File: src/rtl/irq_ctrl_pkg.sv
// Shared constants for the interrupt controller: register map, VEC/CTRL bit
// positions and the source-ID width.
package irq_ctrl_pkg;

  localparam int unsigned IDW = 5;

  typedef enum logic [1:0] {
    A_PEND = 2'd0,
    A_MASK = 2'd1,
    A_MODE = 2'd2,
    A_CTRL = 2'd3
  } reg_addr_e;

  localparam int unsigned ISV     = 31;
  localparam int unsigned CANDV   = 30;
  localparam int unsigned GIE_RD  = 16;
  localparam int unsigned CID_LSB = 8;
  localparam int unsigned GIE_WR  = 0;
  localparam int unsigned EOI_WR  = 1;

endpackage

File: src/rtl/irq_ctrl_if.sv
// Word-addressed register bus shared with the timers on the same bridge.
interface irq_ctrl_if;
  logic [1:0]  add_i;
  logic        we_i;
  logic [31:0] dat_i;
  logic [31:0] dat_o;

  modport slave  (input  add_i, we_i, dat_i, output dat_o);
  modport master (output add_i, we_i, dat_i, input  dat_o);
endinterface

File: src/rtl/irq_ctrl_prio_enc.sv
// Combinational priority encoder: lowest set request index wins.
module irq_prio_enc
  import irq_ctrl_pkg::*;
#(
  parameter int unsigned N_SRC = 6
) (
  input  logic [N_SRC-1:0] req_i,
  output logic [IDW-1:0]   id_o,
  output logic             valid_o
);

  // Scan downward so the final assignment is the lowest active index.
  always_comb begin
    id_o    = '0;
    valid_o = 1'b0;
    for (int unsigned i = N_SRC; i > 0; i--) begin
      if (req_i[i-1]) begin
        valid_o = 1'b1;
        id_o    = IDW'(i - 1);
      end
    end
  end

endmodule

File: src/rtl/irq_ctrl.sv
// Interrupt controller: latches/masks/prioritises device IRQs and presents a
// single registered request plus in-service ID to CP0.
module irq_ctrl
  import irq_ctrl_pkg::*;
#(
  parameter int unsigned N_SRC = 6
) (
  input  logic             clk_i,
  input  logic             rst_i,
  irq_ctrl_if.slave        bus,
  input  logic [N_SRC-1:0] irq_i,
  input  logic             int_ack_i,
  input  logic             eoi_i,
  output logic             int_o,
  output logic [IDW-1:0]   int_id_o
);

  logic [N_SRC-1:0] pend_q, pend_d, mask_q, mask_d, mode_q, mode_d, irq_q;
  logic             gie_q, gie_d, isv_q, isv_d, int_q, int_d;
  logic [IDW-1:0]   isv_id_q, isv_id_d;

  logic [N_SRC-1:0] pend_v, w1c, ack_clr;
  logic [IDW-1:0]   cand_id;
  logic             cand_v, ack_fire, eoi, wr_pend, wr_ctrl;
  logic [31:0]      vec;

  // Edge-mode bits live in pend_q; level-mode bits are the registered line.
  always_comb pend_v = (pend_q & mode_q) | (irq_q & ~mode_q);

  irq_prio_enc #(.N_SRC(N_SRC)) u_prio (
    .req_i   (pend_v & mask_q),
    .id_o    (cand_id),
    .valid_o (cand_v)
  );

  always_comb begin
    wr_pend  = bus.we_i && (reg_addr_e'(bus.add_i) == A_PEND);
    wr_ctrl  = bus.we_i && (reg_addr_e'(bus.add_i) == A_CTRL);
    ack_fire = int_ack_i & int_q;
    eoi      = eoi_i | (wr_ctrl & bus.dat_i[EOI_WR]);
    w1c      = wr_pend ? bus.dat_i[N_SRC-1:0] : '0;
    ack_clr  = ack_fire ? (N_SRC'(1) << cand_id) : '0;

    pend_d   = mode_q & ((irq_i & ~irq_q) | (pend_q & ~w1c & ~ack_clr));
    mask_d   = mask_q;
    mode_d   = mode_q;
    gie_d    = gie_q;
    if (bus.we_i) begin
      case (reg_addr_e'(bus.add_i))
        A_MASK:  mask_d = bus.dat_i[N_SRC-1:0];
        A_MODE:  mode_d = bus.dat_i[N_SRC-1:0];
        A_CTRL:  gie_d  = bus.dat_i[GIE_WR];
        default: ;
      endcase
    end

    int_d    = gie_q & cand_v & ~isv_q & ~int_ack_i;
    isv_d    = ack_fire ? 1'b1 : (eoi ? 1'b0 : isv_q);
    isv_id_d = ack_fire ? cand_id : isv_id_q;
  end

  always_ff @(posedge clk_i or posedge rst_i) begin
    if (rst_i) begin
      pend_q   <= '0;
      mask_q   <= '0;
      mode_q   <= '0;
      irq_q    <= '0;
      gie_q    <= 1'b0;
      isv_q    <= 1'b0;
      isv_id_q <= '0;
      int_q    <= 1'b0;
    end else begin
      pend_q   <= pend_d;
      mask_q   <= mask_d;
      mode_q   <= mode_d;
      irq_q    <= irq_i;
      gie_q    <= gie_d;
      isv_q    <= isv_d;
      isv_id_q <= isv_id_d;
      int_q    <= int_d;
    end
  end

  always_comb begin
    vec                        = '0;
    vec[ISV]                   = isv_q;
    vec[CANDV]                 = cand_v;
    vec[GIE_RD]                = gie_q;
    vec[CID_LSB +: IDW]        = cand_id;
    vec[IDW-1:0]               = isv_id_q;
    case (reg_addr_e'(bus.add_i))
      A_PEND:  bus.dat_o = 32'(pend_v);
      A_MASK:  bus.dat_o = 32'(mask_q);
      A_MODE:  bus.dat_o = 32'(mode_q);
      default: bus.dat_o = vec;
    endcase
  end

  assign int_o    = int_q;
  assign int_id_o = isv_id_q;

endmodule

File: src/flat_wrapper.sv
// flat-port wrapper written by rule: the top's interface ports become plain ports
module irq_ctrl_flat import irq_ctrl_pkg::*;
#(
  parameter int unsigned N_SRC = 6
)
  (clk_i, rst_i, irq_i, int_ack_i, eoi_i, int_o, int_id_o, bus_add_i, bus_we_i, bus_dat_i, bus_dat_o);
  irq_ctrl_if bus_i ();
  input  logic clk_i;
  input  logic rst_i;
  input  logic [N_SRC-1:0] irq_i;
  input  logic int_ack_i;
  input  logic eoi_i;
  output logic int_o;
  output logic [IDW-1:0] int_id_o;
  input wire logic [$bits(bus_i.add_i)-1:0] bus_add_i;
  input wire logic [$bits(bus_i.we_i)-1:0] bus_we_i;
  input wire logic [$bits(bus_i.dat_i)-1:0] bus_dat_i;
  output wire logic [$bits(bus_i.dat_o)-1:0] bus_dat_o;
  assign bus_i.add_i = bus_add_i;
  assign bus_i.we_i = bus_we_i;
  assign bus_i.dat_i = bus_dat_i;
  assign bus_dat_o = bus_i.dat_o;
  irq_ctrl #(.N_SRC(N_SRC)) u_core (.clk_i(clk_i), .rst_i(rst_i), .bus(bus_i), .irq_i(irq_i), .int_ack_i(int_ack_i), .eoi_i(eoi_i), .int_o(int_o), .int_id_o(int_id_o));
endmodule
File: config.mk
export PLATFORM = sky130hd
export DESIGN_NAME = irq_ctrl_flat
export DESIGN_NICKNAME = d
export VERILOG_FILES = /design/src/rtl/irq_ctrl_pkg.sv /design/src/rtl/irq_ctrl_if.sv /design/src/rtl/irq_ctrl_prio_enc.sv /design/src/rtl/irq_ctrl.sv /design/src/flat_wrapper.sv
export SDC_FILE = /design/constraint.sdc
export NUM_CORES = 1
export LEC_CHECK = 0
export CAP_MARGIN = 20
export CORE_MARGIN = 5
export CORE_UTILIZATION = 41
export DETAILED_ROUTE_END_ITERATION = 12
export PLACE_DENSITY = 0.86
export SKIP_LAST_GASP = 1
export SLEW_MARGIN = 20
export SYNTH_ARGS = -nofsm -noshare
export SYNTH_HDL_FRONTEND = slang
export SYNTH_HIERARCHICAL = 1
export SYNTH_SLANG_ARGS = --single-unit
File: constraint.sdc
create_clock -name clk_i -period 2.9 [get_ports clk_i]
set_clock_uncertainty 0.15 [all_clocks]
set_input_delay 0.29 -clock clk_i [delete_from_list [all_inputs] [get_ports clk_i]]
set_output_delay 0.29 -clock clk_i [all_outputs]
set_load 0.01 [all_outputs]
After elaboration in Yosys (flattened, before gate mapping)

Cells that the tools add are included.

Output and inout port bits: 38
Input bits: 45
Bits in registers: 32

Shift operators: 1
Reductions and logical operators: 7
Bitwise operators: 21
Multiplexer cells: 17
Equal/unequal tests: 3

Operators with widths:

| operator                                             | number |
|---|---|
| case mux 32 bit (3 select lines)                     | 1 |
| AND 6 bit                                            | 7 |
| 2-to-1 mux 5 bit                                     | 5 |
| inverter 6 bit                                       | 4 |
| 2-to-1 mux 6 bit                                     | 2 |
| bitwise OR 6 bit                                     | 2 |
| 2-to-1 mux 1 bit                                     | 8 |
| AND reduction 2 bit                                  | 3 |
| left shift 1 x 5 -> 6 bit (first input constant)     | 1 |
| AND 1 bit                                            | 5 |
| equality test 2 bit (second input constant)          | 2 |
| 2-to-1 mux 3 bit                                     | 1 |
| equality test 2 x 1 -> 1 bit (second input constant) | 1 |
| logical AND 1 bit                                    | 2 |
| zero test 2 bit                                      | 1 |
| inverter 1 bit                                       | 2 |
| nonzero test 2 bit                                   | 1 |
| bitwise OR 1 bit                                     | 1 |

Logic depth before layout (Yosys ltp)

Depth after elaboration: 16
Mapped depth: 8
Gate-level depth less buffers: 8

Modules after synthesis

The synthesis kept the hierarchy.

Modules (own cells, without submodules):

| module       | cells each | sequential area each (µm²) | area an instance (µm²) | times used |
|---|---|---|---|---|
| irq_ctrl     | 147        | 800.8                      | 1729.2                 | 1 |
| irq_prio_enc | 13         | 0.0                        | 76.3                   | 1 |

Least setup slack after synthesis

No wires, ideal clock.

Path kind: register -> register
From: register u_core.mode_q[0]
To: register u_core.pend_q[0]
Clock period less this slack: 2.081 ns
Stages on the path, launching flop included: 9
Path slack: 0.819 ns
Arrival: 1.866 ns
Data required time: 2.686 ns
Path buffers: 0
Path through: dfrtp_1 -> nand2_1 -> o21ai_0 -> and2_1 -> nor4_2 -> nor2b_1 -> and4bb_2 -> a221oi_1 -> a31o_2

Longest elaborated chain between the ends: 11
Elaborated cells between the ends (all ways): 12
Classes of those cells: shift: 1; mux: 2; bitwise: 9

Ends and longest elaborated chain:

| element                     | RTL line                | source |
|---|---|---|
| start: declaration          | irq_ctrl.sv:18          | `logic [N_SRC-1:0] pend_q, pend_d, mask_q, mask_d, mode_q, mode_d, irq_q;` |
| start signal: assignment    | irq_ctrl.sv:75          | `mode_q <= mode_d;` |
| inverter 6 bit              | irq_ctrl.sv:28          | `always_comb pend_v = (pend_q & mode_q) \| (irq_q & ~mode_q);` |
| AND 6 bit                   | irq_ctrl.sv:28          |  |
| bitwise OR 6 bit *          | irq_ctrl.sv:28          |  |
| AND 6 bit *                 | irq_ctrl.sv:31          | `.req_i (pend_v & mask_q),` |
| 2-to-1 mux 5 bit *          | irq_ctrl_prio_enc.sv:17 | `if (req_i[i-1]) begin` |
| net u_core.cand_id[2]       | irq_ctrl.sv:23          | `logic [IDW-1:0] cand_id;` |
| left shift 1 x 5 -> 6 bit * | irq_ctrl.sv:42          | `ack_clr = ack_fire ? (N_SRC'(1) << cand_id) : '0;` |
| 2-to-1 mux 6 bit *          | irq_ctrl.sv:42          |  |
| inverter 6 bit *            | irq_ctrl.sv:44          | `pend_d = mode_q & ((irq_i & ~irq_q) \| (pend_q & ~w1c & ~ack_clr));` |
| AND 6 bit *                 | irq_ctrl.sv:44          |  |
| bitwise OR 6 bit *          | irq_ctrl.sv:44          |  |
| AND 6 bit *                 | irq_ctrl.sv:44          |  |
| net u_core.pend_d[0]        | irq_ctrl.sv:18          |  |
| end signal: assignment      | irq_ctrl.sv:73          | `pend_q <= pend_d;` |
| end: declaration            | irq_ctrl.sv:18          |  |

Mark *: on every way through the listed nets, which the timed path passes. The rest lies on a longest branch.
A chain may end at the register's enable or synchronous reset.

Worst setup path in the final report

From: register u_core.mode_q[1]
To: output bus_dat_o[10]

Longest elaborated chain between the ends: 7
Elaborated cells between the ends (all ways): 8
Classes of those cells: mux: 3; bitwise: 5

Ends and longest elaborated chain:

| element                            | RTL line                | source |
|---|---|---|
| inverter 6 bit                     | irq_ctrl.sv:28          |  |
| AND 6 bit                          | irq_ctrl.sv:28          |  |
| bitwise OR 6 bit *                 | irq_ctrl.sv:28          |  |
| AND 6 bit *                        | irq_ctrl.sv:31          |  |
| 2-to-1 mux 5 bit * (2 in a row)    | irq_ctrl_prio_enc.sv:17 |  |
| net u_core.cand_id[2]              | irq_ctrl.sv:23          |  |
| case mux 32 bit (3 select lines) * | irq_ctrl.sv:91          | `case (reg_addr_e'(bus.add_i))` |
| end: declaration                   | flat_wrapper.sv:18      | `output wire logic [$bits(bus_i.dat_o)-1:0] bus_dat_o;` |

Marked as above.

==> results.ini <==
[clock_network]
cts-buffers-inserted=5
tritoncts=yes
clockRootBuffer=clkbuf_8
postCtsHoldBufs=0
cts_buffer_depth=2
ctsHtreeMaxLevel=2
clkTransAtPathRegs_ns=0.06
insertion_delay_ns=0.29
post_cts_buffers=0
clkSinkCount=32

[setup_path]
required_ns=2.46
reg2reg_slack_ns=0.47
crit_type=flip-flop to primary output
cp.arrival_ns=2.36
path_cells=nand2_1, o21ai_0, and2_1, nor4_2, nor2b_2, and3_1, clkdlybuf4s50_1
start_kind=flip-flop
critPathCaptureType=primary output
cp_slowest_stage_delay_ns=0.54
crit_path_top_delay_cell=clkdlybuf4s50_1
rr_worst_depth=9
critPathMaxFanout=5

[drt]
routed_wl_mm=4.18
route.detailed.drc=0
wire_per_inst_um=16.3
drt_iter0_drc=103
vias=1344
via_per_inst=5.23
ant_nets=0
drtPass1Iterations=4

[pwr]
finalPower_w=0.00145
leakage_nw=1.02
peakVddDrop_mv=0.275
power.density_mw_per_mm2=637

[floorplanning]
ios=83
die_w_um=76.4
rows=24
die_h_um=76.4
coreArea_mm2=0.00432
die-area_mm2=0.00583
start_util_pct=41.8

[synthesis]
synthTopCellsByArea=dfrtp_1 44%, mux2_2 11%, buf_4 8.7%
synthDominantCellAreaShare_pct=44.4
async_reset_ff_share_pct=100
synth_enable_flop_cells=0
synth-seq-cells=32
ys.flop_type=dfrtp_1
yosys.cell_count.top_type=dfrtp_1
yosysTopAreaCell=dfrtp_1
syn_area_per_cell_um2=11.3
seq_area_frac_synth_pct=44.4
yosys_warnings=6
synthDistinctLibCells=35
syn_inst=160
yosys-top-cells-count=32 x dfrtp_1, 21 x buf_4, 18 x mux2_2
syn-cell-area_mm2=0.00181

[layout]
final_util_pct=52.6
instances_no_fill=257
antenna_cells=0
fill_cells=418
nets=249
syn_to_final_growth_pct=25.9
drive_gt1_share_pct=19.0

[global_routing]
grt_pass1_vias=1310
antenna_found_initial=0
overflow=0
grt_first_pass_wirelength_mm=6.57
grt_max_degree=33
grt_usage_pct=14.4

[placed_design]
gp_congestion=0.879
hpwl_mm=3.08
port_buffers=36
dp.cells=249

[sta]
fin_crit_sh_pct=96.6
setup_viol=0
worst_pin_slew_ns=0.535
slew-limit-headroom_pct=64.2
hold_viol=0
finalCriticalPeriod_ns=2.80
worst_hold_slack_ns=0.231
rsz0062_at_grt=yes
slew_viol_final=0
max_freq_mhz=357

[job]
maxCapViolations=0

[worst_hold_path]
holdCritPathClass=input port to asynchronous set/reset pin

[status]
status=finished, final reports clean

-- cells in the final DEF (no fill, tap or decap), types with 3 or more instances in the layout --
master,synthesis,final
clkbuf_8,0,6
nand2_1,10,10
nand2b_1,3,3
mux2_2,18,18
mux4_1,5,5
inv_1,7,7
o21ai_0,7,7
dfrtp_1,32,32
conb_1,2,20
a21oi_1,4,4
clkdlybuf4s50_1,0,36
and2_1,5,5
and3_1,8,8
buf_4,21,7
nand3_1,4,4
a32o_1,4,4
nor2_1,5,5
-- worst max-delay path, delay by kind of cell, from the launching register on --
family	cells	cell delay, ns
buffers and inverters	1	0.54
and+or+nand+nor	5	1.02
AOI/OAI and AO/OA	1	0.11
DFF	1	0.41
-- what timing repair did --
item / in CTS / in global routing
setup endpoints to repair: 0 / 2
gates resized for setup: 0 / 2
endpoints found under the hold margin: 0 / 0
-- stage by stage --
stage          setup slack (ns)  instance area [um^2]  setup TNS [ns]
2_1_floorplan             0.819                  1870               0
3_3_place_gp              0.419                  2170               0
3_5_place_dp              0.386                  2170               0
4_1_cts                  0.0545                  2260               0
5_1_grt                 -0.0768                  2270         -0.0768
6_report                 0.0986                  2270               0
-- power by group --
group	switching (W)	internal (W)
logic	0.000208	0.000288
registers	0.0000649	0.000536
clock network	0.000159	0.000193
-- logic make-up (layout without fill, tap and decap cells) --
logic type,Yosys count,count (layout),share of synthesized area [%]
AOI/OAI and AO/OA,22,22,8.39
buffers and inverters,32,59,11.4
DFF,32,32,44.4
muxes,23,23,18.5
and+or+nand+nor,49,49,16.9
other,2,20,0.416
-- metal layers --
metal,global-route usage [%],up-vias,wire [um]
li1,-,629,-
met1,17.6,648,1660
met2,23.1,60,2080
met3,4.96,7,376
met4,5.77,0,66
met5,0,-,0
-- cell type report --
| cell class | instances | area [um^2] | area share [%] |
|---|---|---|---|
| repair buffers | 43 | 413 | 18.2 |
| multi-input cells | 114 | 875 | 38.5 |
| clock buffers | 8 | 90.1 | 3.96 |
| well taps | 52 | 65.1 | 2.86 |
| inverters | 8 | 30.0 | 1.32 |
| flip-flops and latches | 32 | 801 | 35.2 |
-- final timing paths --
kind / from / end
setup / recovery: u_core/mode_q[1] / bus_dat_o[10]
hold / removal: rst_i / u_core/irq_q[2]
setup reg to reg: u_core/mode_q[1] / u_core/pend_q[5]
hold reg to reg: u_core/isv_q / u_core/int_o
max in group asynchronous: rst_i / u_core/mask_q[1]
min in group clk_i: u_core/isv_q / u_core/int_o
-- registers in the layout (all words and copies together), names as in the netlist --
name and count:
u_core/mode_q 6, u_core/gie_q 1, u_core/mask_q 6, u_core/isv_q 1, u_core/int_o 1, u_core/pend_q 6
u_core/irq_q 6, u_core/int_id_o 5
Power figures use the tool's default switching activity.
